[src/rtl/regread_sequencer.sv]
// Read-port-2 sequencer for the decode stage: time-multiplexes one register
// file port to fetch R1 and (optionally) R3, then hands both to execute.
module regread_sequencer #(
  parameter int unsigned AW = 5,
  parameter int unsigned DW = 16
) (
  input  logic          clk,
  input  logic          reset,
  input  logic          in_valid,
  output logic          in_ready,
  input  logic          in_three_src,
  input  logic [AW-1:0] in_r1,
  input  logic [AW-1:0] in_r3,
  output logic          port2_sel,
  output logic [AW-1:0] port2_addr,
  input  logic [DW-1:0] port2_data,
  output logic          out_valid,
  input  logic          out_ready,
  output logic [DW-1:0] out_r1_data,
  output logic [DW-1:0] out_r3_data,
  output logic          busy
);

  typedef enum logic [1:0] {
    IDLE = 2'd0,
    RD_A = 2'd1,
    RD_B = 2'd2,
    DONE = 2'd3
  } state_t;

  state_t        r_state;
  state_t        w_next;

  logic [AW-1:0] r_r1_q;
  logic [AW-1:0] r_r3_q;
  logic          r_three_q;
  logic [DW-1:0] r_r1_data;
  logic [DW-1:0] r_r3_data;

  logic          w_in_ready;
  logic          w_accept;
  logic          w_sel;
  logic [AW-1:0] w_addr;
  logic          w_cap_r1;
  logic          w_cap_r3;

  // Three-source requests read R3 first so R1 is always the final read.
  always_comb begin
    w_next     = r_state;
    w_in_ready = 1'b0;
    w_sel      = 1'b0;
    w_addr     = '0;
    w_cap_r1   = 1'b0;
    w_cap_r3   = 1'b0;
    w_accept   = 1'b0;

    case (r_state)
      IDLE: begin
        w_in_ready = 1'b1;
      end
      RD_A: begin
        if (r_three_q) begin
          w_sel    = 1'b0;
          w_addr   = r_r3_q;
          w_cap_r3 = 1'b1;
          w_next   = RD_B;
        end else begin
          w_sel    = 1'b1;
          w_addr   = r_r1_q;
          w_cap_r1 = 1'b1;
          w_next   = DONE;
        end
      end
      RD_B: begin
        w_sel    = 1'b1;
        w_addr   = r_r1_q;
        w_cap_r1 = 1'b1;
        w_next   = DONE;
      end
      DONE: begin
        w_in_ready = out_ready;
        if (out_ready) begin
          w_next = IDLE;
        end
      end
      default: begin
        w_next = IDLE;
      end
    endcase

    if (reset) begin
      w_in_ready = 1'b0;
    end

    // Accept in DONE overlaps the output handshake for back-to-back issue.
    w_accept = in_valid && w_in_ready;
    if (w_accept) begin
      w_next = RD_A;
    end
  end

  always_ff @(posedge clk) begin
    if (reset) begin
      r_state   <= IDLE;
      r_r1_q    <= '0;
      r_r3_q    <= '0;
      r_three_q <= 1'b0;
      r_r1_data <= '0;
      r_r3_data <= '0;
    end else begin
      r_state <= w_next;
      if (w_accept) begin
        r_r1_q    <= in_r1;
        r_r3_q    <= in_r3;
        r_three_q <= in_three_src;
        r_r3_data <= '0;
      end
      if (w_cap_r1) begin
        r_r1_data <= port2_data;
      end
      if (w_cap_r3) begin
        r_r3_data <= port2_data;
      end
    end
  end

  assign in_ready    = w_in_ready;
  assign port2_sel   = w_sel;
  assign port2_addr  = w_addr;
  assign out_valid   = (r_state == DONE);
  assign out_r1_data = r_r1_data;
  assign out_r3_data = r_r3_data;
  assign busy        = (r_state != IDLE);

endmodule

[config.mk]
export PLATFORM = sky130hd
export DESIGN_NAME = regread_sequencer
export DESIGN_NICKNAME = d
export VERILOG_FILES = /design/src/rtl/regread_sequencer.sv
export SDC_FILE = /design/constraint.sdc
export NUM_CORES = 1
export LEC_CHECK = 0
export BUFFER_PORTS_ARGS = -buffer_cell sky130_fd_sc_hd__buf_2
export CAP_MARGIN = 10
export CORE_UTILIZATION = 50
export DETAILED_ROUTE_END_ITERATION = 7
export GPL_ROUTABILITY_DRIVEN = 0
export HOLD_SLACK_MARGIN = 0.15
export PLACE_DENSITY = 0.78
export SETUP_SLACK_MARGIN = 0.3
export SLEW_MARGIN = 20
export SYNTH_ARGS = -nofsm -noshare
export SYNTH_HDL_FRONTEND = slang
export SYNTH_SLANG_ARGS = --single-unit
export TNS_END_PERCENT = 1
[constraint.sdc]
create_clock -name clk -period 5.1 [get_ports clk]
set_input_delay 1.275 -clock clk [delete_from_list [all_inputs] [get_ports clk]]
set_output_delay 1.275 -clock clk [all_outputs]
set_load 0.005 [all_outputs]
**Word level (Yosys, flattened, before mapping)**

Cells that the tools add are included.

- Shifts and indexed selects: 0
- Add/subtract/negate cells: 0
- Reductions and logical operators: 9
- Equality and inequality tests: 5
- Multiplexer cells: 14
- Bitwise operators: 0
- $lt $le $gt $ge: 0
- Multipliers: 0
- Divide/modulo/power cells: 0

Operators by type and width:

| cell | count |
|---|---|
| $mux 16 | 2 |
| $pmux 5 s2 | 1 |
| $mux 1 | 6 |
| $pmux 2 s3 | 1 |
| $mux 5 | 1 |
| $eq 2x2->1 const B | 2 |
| $pmux 1 s2 | 2 |
| $reduce_and 2->1 | 2 |
| $reduce_bool 2->1 | 2 |
| $reduce_bool 4->1 | 1 |
| $ne 3x1->1 const B | 1 |
| $reduce_bool 3->1 | 1 |
| $eq 2x1->1 const B | 1 |
| $logic_not 2->1 | 1 |
| $mux 2 | 1 |
| $ne 2x1->1 const B | 1 |
| $reduce_or 2->1 | 1 |
| $logic_and 1x1->1 | 1 |

- Bits in read-only memories: 0
- Logic and storage cells: 35
- Memories kept: 0
- Bits in latches: 0
- Output and inout bits: 41
- Input bits: 31
- Register bits after elaboration: 45
- Bits in writable memories: 0

**Depth between registers and ports, before layout**

Gate-level depths: netlist (run 1).

- Word-level depth: 6
- Depth in mapped cells: 8
- Mapped depth without buffers: 7

**Worst setup path before layout (run 1)**

No wires, ideal clock.

- Path type: in2out
- Start point: input port reset
- End point: output port in_ready
- Buffers on the path: 1
- Data required time: 3.825 ns
- Cell stages on the path: 2
- Arrival: 1.659 ns
- Slack: 2.166 ns
- Cell sequence: clkbuf_1 nor3_1

- Longest elaborated chain between the ends: 1

Ends and longest elaborated chain:

| element | line | source |
|---|---|---|
| start: declaration | 8 | `input logic reset,` |
| $mux 1 | 91 | `if (reset) begin` |
| end: declaration | 10 | `output logic in_ready,` |

No other way between the ends.

**Worst setup path after layout (run 1)**

- Start point: register r_state[1]
- End point: output port port2_addr[2]

- Longest elaborated chain between the ends: 2

Ends and longest elaborated chain:

| element | line | source |
|---|---|---|
| start: declaration | 31 | `state_t r_state;` |
| start signal: assignment | 111 | `r_state <= w_next;` |
| $eq 2x2->1 or $eq 2x1->1 (tied branches) | 57 | `case (r_state)` |
| $pmux 5 s2 (*) | 57 |  |
| end: declaration | 15 | `output logic [AW-1:0] port2_addr,` |

Every way passes the cells marked *; elsewhere a longest branch is shown, timed or not.

==> impl_metrics.yaml, run 1 <==
synthesis:
  synth-main-ff-cell: "dfxtp_1"
  seq_area_frac_synth_pct: 47.78
  synthMuxAreaShare_pct: 1.062
  synth-compound-area-share_pct: 17.65
  synth_cell_types: 25
  synth-seq-cells: 45
  synth_edf_count: 0
  syn_inst: 221
  ys_async_sr_fraction_pct: 0
  ys_warn_count: 0
  synth_top_family_by_area: "simple AND/OR/NAND/NOR gates"
  synth_fa_ha_area_share_pct: 3.318
  synthXorXnorAreaFrac_pct: 0
  synth_area_per_cell_sq_um: 8.532
  syn-cell-area_sq_mm: 0.001886
  syn_nets: 257
  synth-simple-area-share_pct: 24.35
die:
  start_util_pct: 54.37
  dieWidth_um: 63.41
  num_rows: 21
  boundaryPins: 72
  die-area_sq_mm: 0.004021
  die_y_um: 63.41
  coreArea_sq_mm: 0.003468
critical_path:
  cp.required_ns: 3.83
  r2r_slack_ns: 2.66
  critPathBufInv: 3
  crit_path_start: "r_state[1]"
  worstPathCellList: "inv_1 -> ha_1 -> nor2b_1 -> o21ai_2 -> inv_1 -> a22o_1 -> buf_2"
  slowest_delay_ns: 0.54
  cp_max_fo: 22
  r2r_cells: 7
  critPathLaunchType: "flop"
  reg2reg_to: "out_r1_data[13]"
  cp_top_family: "compound AO/OA/AOI/OAI gates"
  timing.rr.start: "r_state[1]"
  crit_arrival_ns: 2.80
  path_class: "reg2out"
  critPathCaptureType: "primary output"
  cp_common_cell: "inv_1"
  crit_path_top_delay_cell: "o21ai_2"
outcome:
  status: "finished, final reports clean"
global_route:
  antenna_found_initial: 0
  grt_pass1_vias: 1536
  grt_max_degree: 49
  grt_overflow: 0
  grt_usage_pct: 22.07
  grt_pass1_wl_um: 6934
min_path:
  hp-class: "reg2reg"
  min_from: "out_r1_data[8]"
  whs_path_depth: 2
  hold_path_end: "out_r1_data[8]"
cts:
  hold_buffers: 0
  clk_pin_slew_ns: 0.08
  numClockSinks: 45
  clk_latency_ns: 0.29
  cts_resized: 0
  cts_root_buf: "clkbuf_8"
  cts_max_path_buffers: 2
  htree_levels: 2
  cts_tree: "yes"
  post_cts_buffers: 0
  cts_made_buffers: 5
power:
  switching_share_pct: 34.76
  p_switching_mw: 0.3657
  seqPwrFrac_pct: 42.4
  p_clk_share_pct: 24.1
  power_mw: 1.052
  combPwrFrac_pct: 33.5
  peakVddDrop_v: 0.0003429
  intPower_mw: 0.6862
  p_leak_nw: 0.9908
  powerDensity_mw_per_mm2: 453.0
place:
  dp.cells: 324
  dp_slack_ns: 1.373
  hpwl_um: 2867
  dpl-instance-area_sq_mm: 0.002218
  io_buffers: 71
sta:
  timing.hold.ws_ns: 0.4527
  finClkSkew_ns: 0.002511
  max_freq_mhz: 245.5
  setup_slack_ns: 1.027
  setup_viol: 0
  tns_ns: 0
  post-route-min-period_ns: 4.073
  final.period_utilization_pct: 79.87
  relSlewSlack_pct: 34.41
  final-hold-violation-count: 0
  grt_setup_unrepaired: "no"
  tightest_slew_ns: 0.9812
  maxSlewViolCount: 0
route:
  wirelength_um: 4168
  drc: 0
  vias: 1681
  routedWlPerCell_um: 12.59
  antenna_left: 0
  via_per_inst: 5.079
  drt-initial-drc-count: 112
  dr.pass1.iters: 4
cells_and_area:
  final_cell_area_sq_mm: 0.002322
  regArea_sq_um: 900.9
  layoutNonFillerInstCount: 331
  final_nets: 321
  final_common_cell: "buf_2"
  final_util_pct: 66.96
  final_cell_mix: "71 x buf_2, 70 x nand2_1, 45 x dfxtp_1"
  fillers: 326
  layout-drive-gt1-share_pct: 36.14
  multiInputGateArea_sq_um: 874.6
  syn_to_final_growth_pct: 23.16
  antennaDiodeCount: 0
run:
  cap_violations: 0
==> worst max-delay path by stage <==
| stage | endpoint | slack (ns) | depth (start not counted) |
|---|---|---|---|
| 4_1_cts | port2_addr[2] | 1.03 | 7 |
| 6_report | port2_addr[2] | 1.03 | 7 |
| 3_3_place_gp | port2_addr[0] | 1.47 | 7 |
| 2_1_floorplan | in_ready | 2.17 | 2 |
| 5_1_grt | port2_addr[1] | 0.81 | 7 |
| 3_5_place_dp | port2_addr[2] | 1.37 | 7 |
==> power by group through the flow <==
stage                     clock network (mW)  registers (mW)  logic [mW]
final                                  0.254           0.446       0.352
after global routing                   0.280           0.455       0.391
after CTS                              0.259           0.447       0.354
after detailed placement                   0           0.454       0.352
after global placement                     0           0.452       0.338
after floorplan                            0           0.453       0.250
==> cell usage after synthesis (2+ instances only) <==
cell	n	area [sq um]
buf_6	2	22.52
ha_1	5	62.56
a21oi_2	12	105.1
a22o_1	5	43.79
dfxtp_1	45	900.9
nand3_1	8	40.04
nor3_1	2	10.01
nand3_2	8	80.08
nand2_1	70	262.8
inv_1	4	15.01
clkbuf_1	6	22.52
nand2_2	2	12.51
a21oi_1	34	170.2
buf_2	6	30.03
mux2i_1	2	20.02
==> per-layer routing <==
layer,GRT usage [%],vias up,share of wire [%]
met4,5.966,0,0.53
met5,0,-,0
met1,25.62,763,44
met3,7.246,2,6.6
li1,-,860,-
met2,38.43,56,49
==> cell type report <==
type	count	area share, %
Clock buffer	5	2.963
Clock inverter	2	1.509
Inverter	4	0.6466
Multi-Input combinational cell	157	37.66
Sequential cell	45	38.79
Tap cell	46	2.478
Timing Repair Buffer	72	15.95
==> cells by family after synthesis <==
family	Yosys count
adder cells (fa/ha/maj)	5
AO/OA/AOI/OAI	53
buffers and inverters	19
multiplexers	2
flip-flops	45
AND/OR/NAND/NOR	97
==> sequential cells by signal, summed over array words and instances (netlist names) <==
signal / count
out_r1_data: 16
r_r3_q: 5
out_r3_data: 16
r_r1_q: 5
r_state: 2
r_three_q: 1
==> worst min-delay path, delay by kind of cell (launching register included) <==
kind	cells	cell delay, ns
flops	1	0.31
simple gates	1	0.05
compound gates	1	0.05
No activity file was read; power rests on OpenSTA's default activity.
==> run 2, diff against run 1 <==
Settings changed: CORE_UTILIZATION 50 to 43, PLACE_DENSITY 0.78 to 0.71.
Clock period 5.1 ns to 3.3 ns, I/O delays scaled along.
==> impl_metrics.yaml, run 2 (synthesis gave the netlist of run 1 again) <==
place:
  io_buffers: 71
  dpl-instance-area_sq_mm: 0.002246
  hpwl_um: 2914
  dp.cells: 332
cells_and_area:
  multiInputGateArea_sq_um: 874.6
  final_nets: 325
  antennaDiodeCount: 0
  syn_to_final_growth_pct: 23.69
  layout-drive-gt1-share_pct: 36.68
  final_common_cell: "buf_2"
  fillers: 418
  final_cell_area_sq_mm: 0.002332
  regArea_sq_um: 900.9
  final_cell_mix: "71 x buf_2, 70 x nand2_1, 45 x dfxtp_1"
  layoutNonFillerInstCount: 339
critical_path:
  crit_path_start: "r_state[1]"
  crit_path_top_delay_cell: "ha_1"
  worstPathCellList: "inv_1 -> ha_1 -> o21ai_2 -> inv_1 -> buf_4 -> buf_2"
  cp_common_cell: "inv_1"
  crit_arrival_ns: 1.89
  r2r_cells: 6
  slowest_delay_ns: 0.42
  critPathBufInv: 4
  critPathLaunchType: "flop"
  path_class: "reg2out"
  cp_max_fo: 17
  critPathCaptureType: "primary output"
  reg2reg_to: "out_r3_data[4]"
  cp_top_family: "buffers and inverters"
  cp.required_ns: 2.47
  r2r_slack_ns: 0.92
  timing.rr.start: "r_state[0]"
power:
  peakVddDrop_v: 0.0003671
  powerDensity_mw_per_mm2: 679.9
  p_leak_nw: 0.9975
  power_mw: 1.586
cts:
  clk_latency_ns: 0.28
  post_cts_buffers: 0
  cts_max_path_buffers: 2
  clk_pin_slew_ns: 0.08
  cts_tree: "yes"
  cts_resized: 0
  cts_root_buf: "clkbuf_8"
  hold_buffers: 0
  htree_levels: 2
  numClockSinks: 45
  cts_made_buffers: 5
die:
  dieWidth_um: 68.22
  die_y_um: 68.22
  coreArea_sq_mm: 0.004115
  start_util_pct: 45.82
  boundaryPins: 72
  die-area_sq_mm: 0.004654
  num_rows: 23
route:
  dr.pass1.iters: 4
  antenna_left: 0
  drt-initial-drc-count: 64
  drc: 0
  via_per_inst: 4.912
  routedWlPerCell_um: 12.47
  vias: 1665
  wirelength_um: 4227
min_path:
  min_from: "out_r1_data[9]"
  hold_path_end: "out_r1_data[9]"
  whs_path_depth: 2
  hp-class: "reg2reg"
sta:
  grt_setup_unrepaired: "no"
  final-hold-violation-count: 0
  relSlewSlack_pct: 53.80
  final.period_utilization_pct: 82.25
  maxSlewViolCount: 0
  setup_viol: 0
  finClkSkew_ns: 0.003817
  timing.hold.ws_ns: 0.4562
  max_freq_mhz: 368.4
  tightest_slew_ns: 0.6914
  post-route-min-period_ns: 2.714
  tns_ns: 0
run:
  cap_violations: 0
global_route:
  antenna_found_initial: 0
  grt_busiest_layer: "met2"
  grt_pass1_wl_um: 6499
  grt_overflow: 0
  use_met1_pct: 24.57
  met3_usage_pct: 4.500
  grt_pass1_vias: 1422
  grt_usage_pct: 18.67
  grt_use_met2_pct: 30.02
  grt_max_degree: 48
outcome:
  status: "finished, final reports clean"
run 2: cell count changes in the layout (fill, tap and decap cells not counted), sizes merged:
cell    change
buf         +4
bufinv      -1
clkbuf      +2
clkinv      -1
run 2: report_power, final:
part	internal [mW]	switching, mW	total [mW]
Combinational	0.224	0.340	0.564
Clock	0.166	0.166	0.332
Sequential	0.634	0.0552	0.689
run 2: per-layer routing:
metal | vias to the layer above | wire [um]
li1 | 865 | -
met1 | 751 | 2021
met2 | 47 | 1956
met3 | 2 | 228
met4 | 0 | 20
met5 | - | 0
run 2: worst max-delay path by stage:
stage,slack (ns),end,cells after the start
detailed placement,0.84,in_ready,4
floorplan,0.94,port2_addr[0],7
CTS,0.57,port2_sel,6
global placement,0.86,in_ready,4
finish,0.59,port2_sel,6
global route,0.47,port2_sel,6
run 2: per-stage QoR:
stage / setup slack, ns / utilization (%)
CTS: 0.5734 / 56.67
detailed placement: 0.8425 / 54.58
finish: 0.5859 / 56.67
floorplan: 0.9382 / -
global route: 0.4676 / 56.67
global placement: 0.8556 / 54.58
run 2: layout make-up:
class	instances	share of cell area (%)
inverters	4	0.6438
well taps	50	2.682
flip-flops and latches	45	38.63
multi-input cells	157	37.50
clock buffers	7	3.702
repair buffers	76	16.85
run 2: worst register-to-register path, delay by kind of cell, from the launching register on:
family,cells,cell delay [ns]
AO/OA/AOI/OAI,1,0.08
adder cells (fa/ha/maj),1,0.41
buffers and inverters,2,0.45
flip-flops,1,0.39
AND/OR/NAND/NOR,2,0.92
